## src/rtl/alu_mdu_seq_if.sv

```systemverilog
// Request/response bundle for the iterative multiply/divide unit.
interface alu_mdu_seq_if #(
  parameter int unsigned WIDTH = 32
);
  logic             in_valid;
  logic             in_ready;
  logic [2:0]       op;
  logic [WIDTH-1:0] A;
  logic [WIDTH-1:0] B;
  logic             flush;
  logic             out_valid;
  logic             out_ready;
  logic [WIDTH-1:0] C;
  logic             busy;

  modport master (
    output in_valid, op, A, B, flush, out_ready,
    input  in_ready, out_valid, C, busy
  );

  modport slave (
    input  in_valid, op, A, B, flush, out_ready,
    output in_ready, out_valid, C, busy
  );
endinterface

```

## src/rtl/alu_mdu_seq.sv

```systemverilog
// Iterative RV-style multiply/divide unit: one shift-add or restoring
// shift-subtract step per cycle on operand magnitudes, sign fixed at the end.
module alu_mdu_seq #(
  parameter int unsigned WIDTH = 32
) (
  input logic         clk,
  input logic         rst,
  alu_mdu_seq_if.slave bus
);
  localparam int unsigned W  = WIDTH;
  localparam int unsigned CW = $clog2(WIDTH);

  typedef enum logic [1:0] {IDLE = 2'd0, CALC = 2'd1, DONE = 2'd2} state_t;

  state_t         state_q, state_d;
  logic [CW-1:0]  cnt_q, cnt_d;
  logic [2:0]     op_q, op_d;
  logic [2*W-1:0] acc_q, acc_d;   // mul: {hi, multiplier}; div: {rem, quotient}
  logic [W-1:0]   opnd_q, opnd_d; // mul: multiplicand; div: divisor
  logic [W-1:0]   c_q, c_d;
  logic           neg_q, neg_d;   // product / quotient sign
  logic           nrem_q, nrem_d; // remainder sign (follows A)

  // Request decode: operand signedness, magnitudes and the 1-cycle special cases
  logic         is_div, sa, sb, div_zero, div_ovf;
  logic [W-1:0] ma, mb;
  always_comb begin
    is_div   = bus.op[2];
    sa       = bus.A[W-1] & (is_div ? ~bus.op[0] : (bus.op[1:0] != 2'b11));
    sb       = bus.B[W-1] & (is_div ? ~bus.op[0] : ~bus.op[1]);
    ma       = sa ? -bus.A : bus.A;
    mb       = sb ? -bus.B : bus.B;
    div_zero = is_div && (bus.B == '0);
    div_ovf  = is_div && !bus.op[0] && (bus.A == {1'b1, {(W-1){1'b0}}}) && (bus.B == '1);
  end

  // One iteration of the datapath plus the final sign fix-up and result select
  logic [W:0]     sum, sh;
  logic           ge;
  logic [2*W-1:0] step, prod;
  logic [W-1:0]   quo, rem, res;
  always_comb begin
    sum = {1'b0, acc_q[2*W-1:W]} + (acc_q[0] ? {1'b0, opnd_q} : '0);
    sh  = acc_q[2*W-1:W-1];
    ge  = (sh >= {1'b0, opnd_q});
    if (op_q[2]) begin
      step = ge ? {W'(sh - {1'b0, opnd_q}), acc_q[W-2:0], 1'b1}
                : {acc_q[2*W-2:0], 1'b0};
    end else begin
      step = {sum, acc_q[W-1:1]};
    end
    prod = neg_q  ? -step : step;
    quo  = neg_q  ? -step[W-1:0] : step[W-1:0];
    rem  = nrem_q ? -step[2*W-1:W] : step[2*W-1:W];
    if (op_q[2])              res = op_q[1] ? rem : quo;
    else if (op_q == 3'b000)  res = prod[W-1:0];
    else                      res = prod[2*W-1:W];
  end

  // Next-state logic: flush beats accept and handoff
  always_comb begin
    state_d = state_q;
    cnt_d   = cnt_q;
    op_d    = op_q;
    acc_d   = acc_q;
    opnd_d  = opnd_q;
    c_d     = c_q;
    neg_d   = neg_q;
    nrem_d  = nrem_q;
    if (bus.flush) begin
      state_d = IDLE;
      cnt_d   = '0;
    end else begin
      case (state_q)
        IDLE: begin
          if (bus.in_valid) begin
            op_d   = bus.op;
            neg_d  = sa ^ sb;
            nrem_d = sa;
            cnt_d  = '0;
            if (div_zero) begin
              c_d     = bus.op[1] ? bus.A : '1;
              state_d = DONE;
            end else if (div_ovf) begin
              c_d     = bus.op[1] ? '0 : bus.A;
              state_d = DONE;
            end else begin
              acc_d   = is_div ? {{W{1'b0}}, ma} : {{W{1'b0}}, mb};
              opnd_d  = is_div ? mb : ma;
              state_d = CALC;
            end
          end
        end
        CALC: begin
          acc_d = step;
          cnt_d = cnt_q + CW'(1);
          if (cnt_q == CW'(W - 1)) begin
            c_d     = res;
            cnt_d   = '0;
            state_d = DONE;
          end
        end
        DONE: begin
          if (bus.out_ready) state_d = IDLE;
        end
        default: state_d = IDLE;
      endcase
    end
  end

  // State and datapath registers
  always_ff @(posedge clk or posedge rst) begin
    if (rst) begin
      state_q <= IDLE;
      cnt_q   <= '0;
      op_q    <= '0;
      acc_q   <= '0;
      opnd_q  <= '0;
      c_q     <= '0;
      neg_q   <= 1'b0;
      nrem_q  <= 1'b0;
    end else begin
      state_q <= state_d;
      cnt_q   <= cnt_d;
      op_q    <= op_d;
      acc_q   <= acc_d;
      opnd_q  <= opnd_d;
      c_q     <= c_d;
      neg_q   <= neg_d;
      nrem_q  <= nrem_d;
    end
  end

  assign bus.in_ready  = (state_q == IDLE);
  assign bus.busy      = (state_q != IDLE);
  assign bus.out_valid = (state_q == DONE);
  assign bus.C         = c_q;
endmodule

```

## src/flat_wrapper.sv

```systemverilog
// flat-port wrapper written by rule: the top's interface ports become plain ports
module alu_mdu_seq_flat 
#(
  parameter int unsigned WIDTH = 32
)
  (clk, rst, bus_in_valid, bus_op, bus_A, bus_B, bus_flush, bus_out_ready, bus_in_ready, bus_out_valid, bus_C, bus_busy);
  alu_mdu_seq_if #(.WIDTH(WIDTH)) bus_i ();
  input logic clk;
  input logic rst;
  input wire logic [$bits(bus_i.in_valid)-1:0] bus_in_valid;
  input wire logic [$bits(bus_i.op)-1:0] bus_op;
  input wire logic [$bits(bus_i.A)-1:0] bus_A;
  input wire logic [$bits(bus_i.B)-1:0] bus_B;
  input wire logic [$bits(bus_i.flush)-1:0] bus_flush;
  input wire logic [$bits(bus_i.out_ready)-1:0] bus_out_ready;
  output wire logic [$bits(bus_i.in_ready)-1:0] bus_in_ready;
  output wire logic [$bits(bus_i.out_valid)-1:0] bus_out_valid;
  output wire logic [$bits(bus_i.C)-1:0] bus_C;
  output wire logic [$bits(bus_i.busy)-1:0] bus_busy;
  assign bus_i.in_valid = bus_in_valid;
  assign bus_i.op = bus_op;
  assign bus_i.A = bus_A;
  assign bus_i.B = bus_B;
  assign bus_i.flush = bus_flush;
  assign bus_i.out_ready = bus_out_ready;
  assign bus_in_ready = bus_i.in_ready;
  assign bus_out_valid = bus_i.out_valid;
  assign bus_C = bus_i.C;
  assign bus_busy = bus_i.busy;
  alu_mdu_seq #(.WIDTH(WIDTH)) u_core (.clk(clk), .rst(rst), .bus(bus_i));
endmodule
```

## config.mk

```make
export PLATFORM = sky130hd
export DESIGN_NAME = alu_mdu_seq_flat
export DESIGN_NICKNAME = d
export VERILOG_FILES = /design/src/rtl/alu_mdu_seq_if.sv /design/src/rtl/alu_mdu_seq.sv /design/src/flat_wrapper.sv
export SDC_FILE = /design/constraint.sdc
export NUM_CORES = 1
export LEC_CHECK = 0
export ABC_AREA = 1
export CELL_PAD_IN_SITES_DETAIL_PLACEMENT = 1
export CELL_PAD_IN_SITES_GLOBAL_PLACEMENT = 2
export CORE_UTILIZATION = 31
export DETAILED_ROUTE_END_ITERATION = 10
export DONT_BUFFER_PORTS = 1
export PLACE_DENSITY_LB_ADDON = 0.1
export SYNTH_ARGS = -nofsm -noshare
export SYNTH_HDL_FRONTEND = slang
export SYNTH_SLANG_ARGS = --single-unit
```

## constraint.sdc

```tcl
create_clock -name clk -period 4 [get_ports clk]
set_clock_uncertainty 0.15 [all_clocks]
set_input_delay 0.4 -clock clk [delete_from_list [all_inputs] [get_ports clk]]
set_output_delay 0.4 -clock clk [all_outputs]
set_load 0.05 [all_outputs]
```

==> results.md <==
* Ys flop type: dfrtp_1
* NetSw at between 15 and 20 mW
* Layout Cells excl Fill at 4637
* Mapped Area at around 0.019 sq mm
* Initial antenna violation count at 4
* CTS H-tree lvls at 4
* Post-synth ARST share at 100%
* Fmax at ~250 MHz
* Via count at 24900
* Critical-path top delay cell: dfrtp_1
* Slew @ Worst Pin at 0.979 ns
* Top post-synthesis cells by area: nand2_1 (21%), dfrtp_1 (19%), inv_1 (9.4%), nand3_1 (7.3%), nor2_1 (6.6%)
* Setup ws final at approximately 0.018 ns
* Dpl cells at roughly 4500
* FF+latch count, synth at 140
* Slew margin rel. at 34.0%
* Starting Density at 31.4%
* Area Overhead vs Synth at 44.4%
* Detailed Place HPWL at 92600 um
* Clock Pin Slew Worst Setup and Hold Paths at 0.08 ns
* First-pass DRT Iterations at 5
* Comb power frac at 83.4%
* Warnings, synthesis at 0
* Pin count of the biggest net entering global routing at 141
* Die area at 0.0609 sq mm
* Post-synth EDFFs at 0
* Status: finished clean
* Largest family of logic cells by synthesized area: simple AND/OR/NAND/NOR gates
* Critical R2R Launch: u_core.acc_q[51]
* WP data required at 4.24 ns
* R2r setup slk at 0.02 ns
* Critical path class: flop to flop
* # setup viols final at 0
* Top Ports at 107
* Syn Area/Cell at 5.62 sq um
* Switching share of total power at 57.2%
* Tcrit/Tclk final at 99.6%
* Top cell type's share of synthesized area at 21.3%
* Max-Cap Viols at 0
* Xor/xnor share of the synthesized area at 4.86%
* RSZ-0062 raised after global routing: true
* Pre-CTS WS at -0.389 ns
* Post-Syn Nets at 3449
* Crit. End Element: flop
* Seq/Total Area, Yosys at 18.9%
* Internal power at around 13 mW
* CTS tree: yes
* Final nets at 3993
* Most frequent cells in the layout: nand2_1 (914), buf_4 (624), inv_1 (426)
* Number of global-route vias before repair at 25700
* Clock Path Buffers at 2
* Placer congestion estimate at 0.948
* Post-route DRC at 0
* Post-synthesis adder-cell area fraction at slightly above 5%
* FF-to-FF path depth at 31
* Share of cells above drive strength 1 at 30.6%
* Distinct cells, synth at between 50 and 60
* First-pass GRT wire length at 163000 um
* Design area at 0.0268 sq mm
* Crit path DAT at between 4 and 5 ns
* Fill cells at between 7000 and 8000
* Fin. Hold Viols at 0
* Seq pwr share at 11.0%
* Die Ht at 247 um
* Num CTS Buffers at 17
* Leak at 13.7 nW
* Drt via density at 5.38
* Post-Place Cell Area at ~0.023 sq mm
* Avg WL per Cell at between 20 and 25 um
* Core footprint at between 0.05 and 0.06 sq mm
* Routed Antenna Nets at 0
* Crit-path max cell delay at between 0.4 and 0.5 ns
* Min cycle time layout at 3.98 ns
* Initial detailed-routing violation count at 1548
* Fin. max-slew vios at 0
* Mapped Cells at 3304
* Worst Hold Launch: bus_A[24]
* Cell taking the most area after synthesis: nand2_1
* Clock root buffer: clkbuf_16
* Clk pwr share at 5.6%
* Commonest non-fill, non-tap cell in the layout: nand2_1
* WHS Endpoint: u_core.bus.C[24]
* Worst Path Max Fanout at 5
* Max VDD drop at 0.000521 V
* Tightest Hold Check Type: input pin to flop
* Pwr/cell area at about 1100 mW/mm^2
* GRT Total Usage at a little over a third
* PortBufs at 0
* Design Power at 29.3 mW
* Mux contribution to synthesized area at 0%
* Clk Latency, worst-skew pair at 0.50 ns
* Gr ovfl total at 0
* Post-synthesis compound-gate area fraction at 17.0%
* R2R Path End: u_core.bus.C[14]
* Core Rows at 89
* Critical path's most frequent cell: nand2_2
* Hold Path Stages at 4
* Num Clock Sinks at 140
* Total Wirelength at 114000 um
* Die W at 247 um
* Crit start category: flop
* Simple-gate share of the synthesized area at 41.3%
[per-layer routing]
| layer | global-route usage (%) | part of all wire (%) |
|---|---|---|
| met1 | 42.0 | 39 |
| met2 | 64.9 | 49 |
| met3 | 3.82 | 4.4 |
| met4 | 23.0 | 7.3 |
| met5 | 0 | 0 |
[synth_stat cells (27+ instances only)]
master    number
ha_1          71
nand2_1     1054
o211ai_1      28
nand3_1      270
a21oi_1      136
nor2_1       327
o22ai_1       44
o21ai_0      235
nand4_1       42
inv_1        466
a31oi_1       33
dfrtp_1      140
xor2_1        77
clkbuf_1      79
buf_2         27
[power groups by stage]
stage	clock network, mW	logic (mW)	registers (mW)
after floorplan	0	9.83	2.93
after global placement	0	20.0	3.11
after detailed placement	0	20.3	3.14
after CTS	1.64	21.8	3.19
after global routing	1.68	25.9	3.28
final	1.63	24.4	3.23
[logic make-up (layout without fill, tap and decap cells)]
| logic type | after synthesis | in the layout |
|---|---|---|
| and+or+nand+nor | 1816 | 1816 |
| buffers and inverters | 613 | 1170 |
| AOI/OAI and AO/OA | 557 | 557 |
| DFF | 140 | 140 |
| xor gates and xnor gates | 103 | 103 |
| adders and majority gates | 75 | 75 |
| other | 0 | 3 |
[worst max-delay path by stage]
stage / startpoint / end / slack [ns] / depth (start not counted)
2_1_floorplan: u_core.opnd_q[28] / u_core.bus.C[30] / 0.24 / 31
5_1_grt: u_core.opnd_q[20] / u_core.bus.C[14] / -0.20 / 32
3_5_place_dp: u_core.opnd_q[26] / u_core.bus.C[14] / -0.39 / 31
4_1_cts: u_core.opnd_q[28] / u_core.bus.C[14] / -0.003 / 30
6_report: u_core.acc_q[51] / u_core.bus.C[14] / 0.02 / 31
3_3_place_gp: u_core.acc_q[31] / u_core.bus.C[28] / -0.33 / 27
[layout make-up]
| type | count | area (sq um) | share of cell area [%] |
|---|---|---|---|
| Clock buffer | 18 | 439 | 1.64 |
| Sequential cell | 140 | 3510 | 13.1 |
| Clock inverter | 14 | 128 | 0.476 |
| Inverter | 486 | 1840 | 6.85 |
| Timing Repair Buffer | 652 | 5110 | 19.1 |
| Antenna cell | 3 | 7.51 | 0.0280 |
| Multi-Input combinational cell | 2551 | 14800 | 55.2 |
| Tap cell | 773 | 967 | 3.61 |
[worst max-delay path: cells and delay by family (launching register included)]
family                     cells  cell delay, ns
buffers and inverters          4            0.31
AOI/OAI and AO/OA              1            0.14
adders and majority gates      2            0.42
DFF                            1            0.43
and+or+nand+nor               24            2.41
[through the flow]
stage          TNS (ns)  hold WS (ns)  util, %
2_1_floorplan         0         0.316        -
3_3_place_gp      -4.56         0.337     39.6
3_5_place_dp      -7.28         0.346     39.6
4_1_cts        -0.00333       0.00549     42.4
5_1_grt           -2.84        0.0393     45.3
6_report              0        0.0207     45.3
[flip-flops by register name, summed over array words and instances, names as in the netlist]
| name | flops |
|---|---|
| u_core.acc_q | 64 |
| u_core.bus.C | 32 |
| u_core.cnt_q | 5 |
| u_core.neg_q | 1 |
| u_core.nrem_q | 1 |
| u_core.op_q | 3 |
| u_core.opnd_q | 32 |
| u_core.state_q | 2 |
[what timing repair did]
| item | in CTS | in global routing |
|---|---|---|
| cloned | 0 | 2 |
| pin swaps | 31 | 99 |
| setup endpoints to repair | 30 | 31 |
| hold buffers | 6 | 0 |
| buffers inserted | 22 | 49 |
| resized for setup | 190 | 339 |
| endpoints found under the hold margin | 156 | 0 |
(Power assumes the default switching activity.)
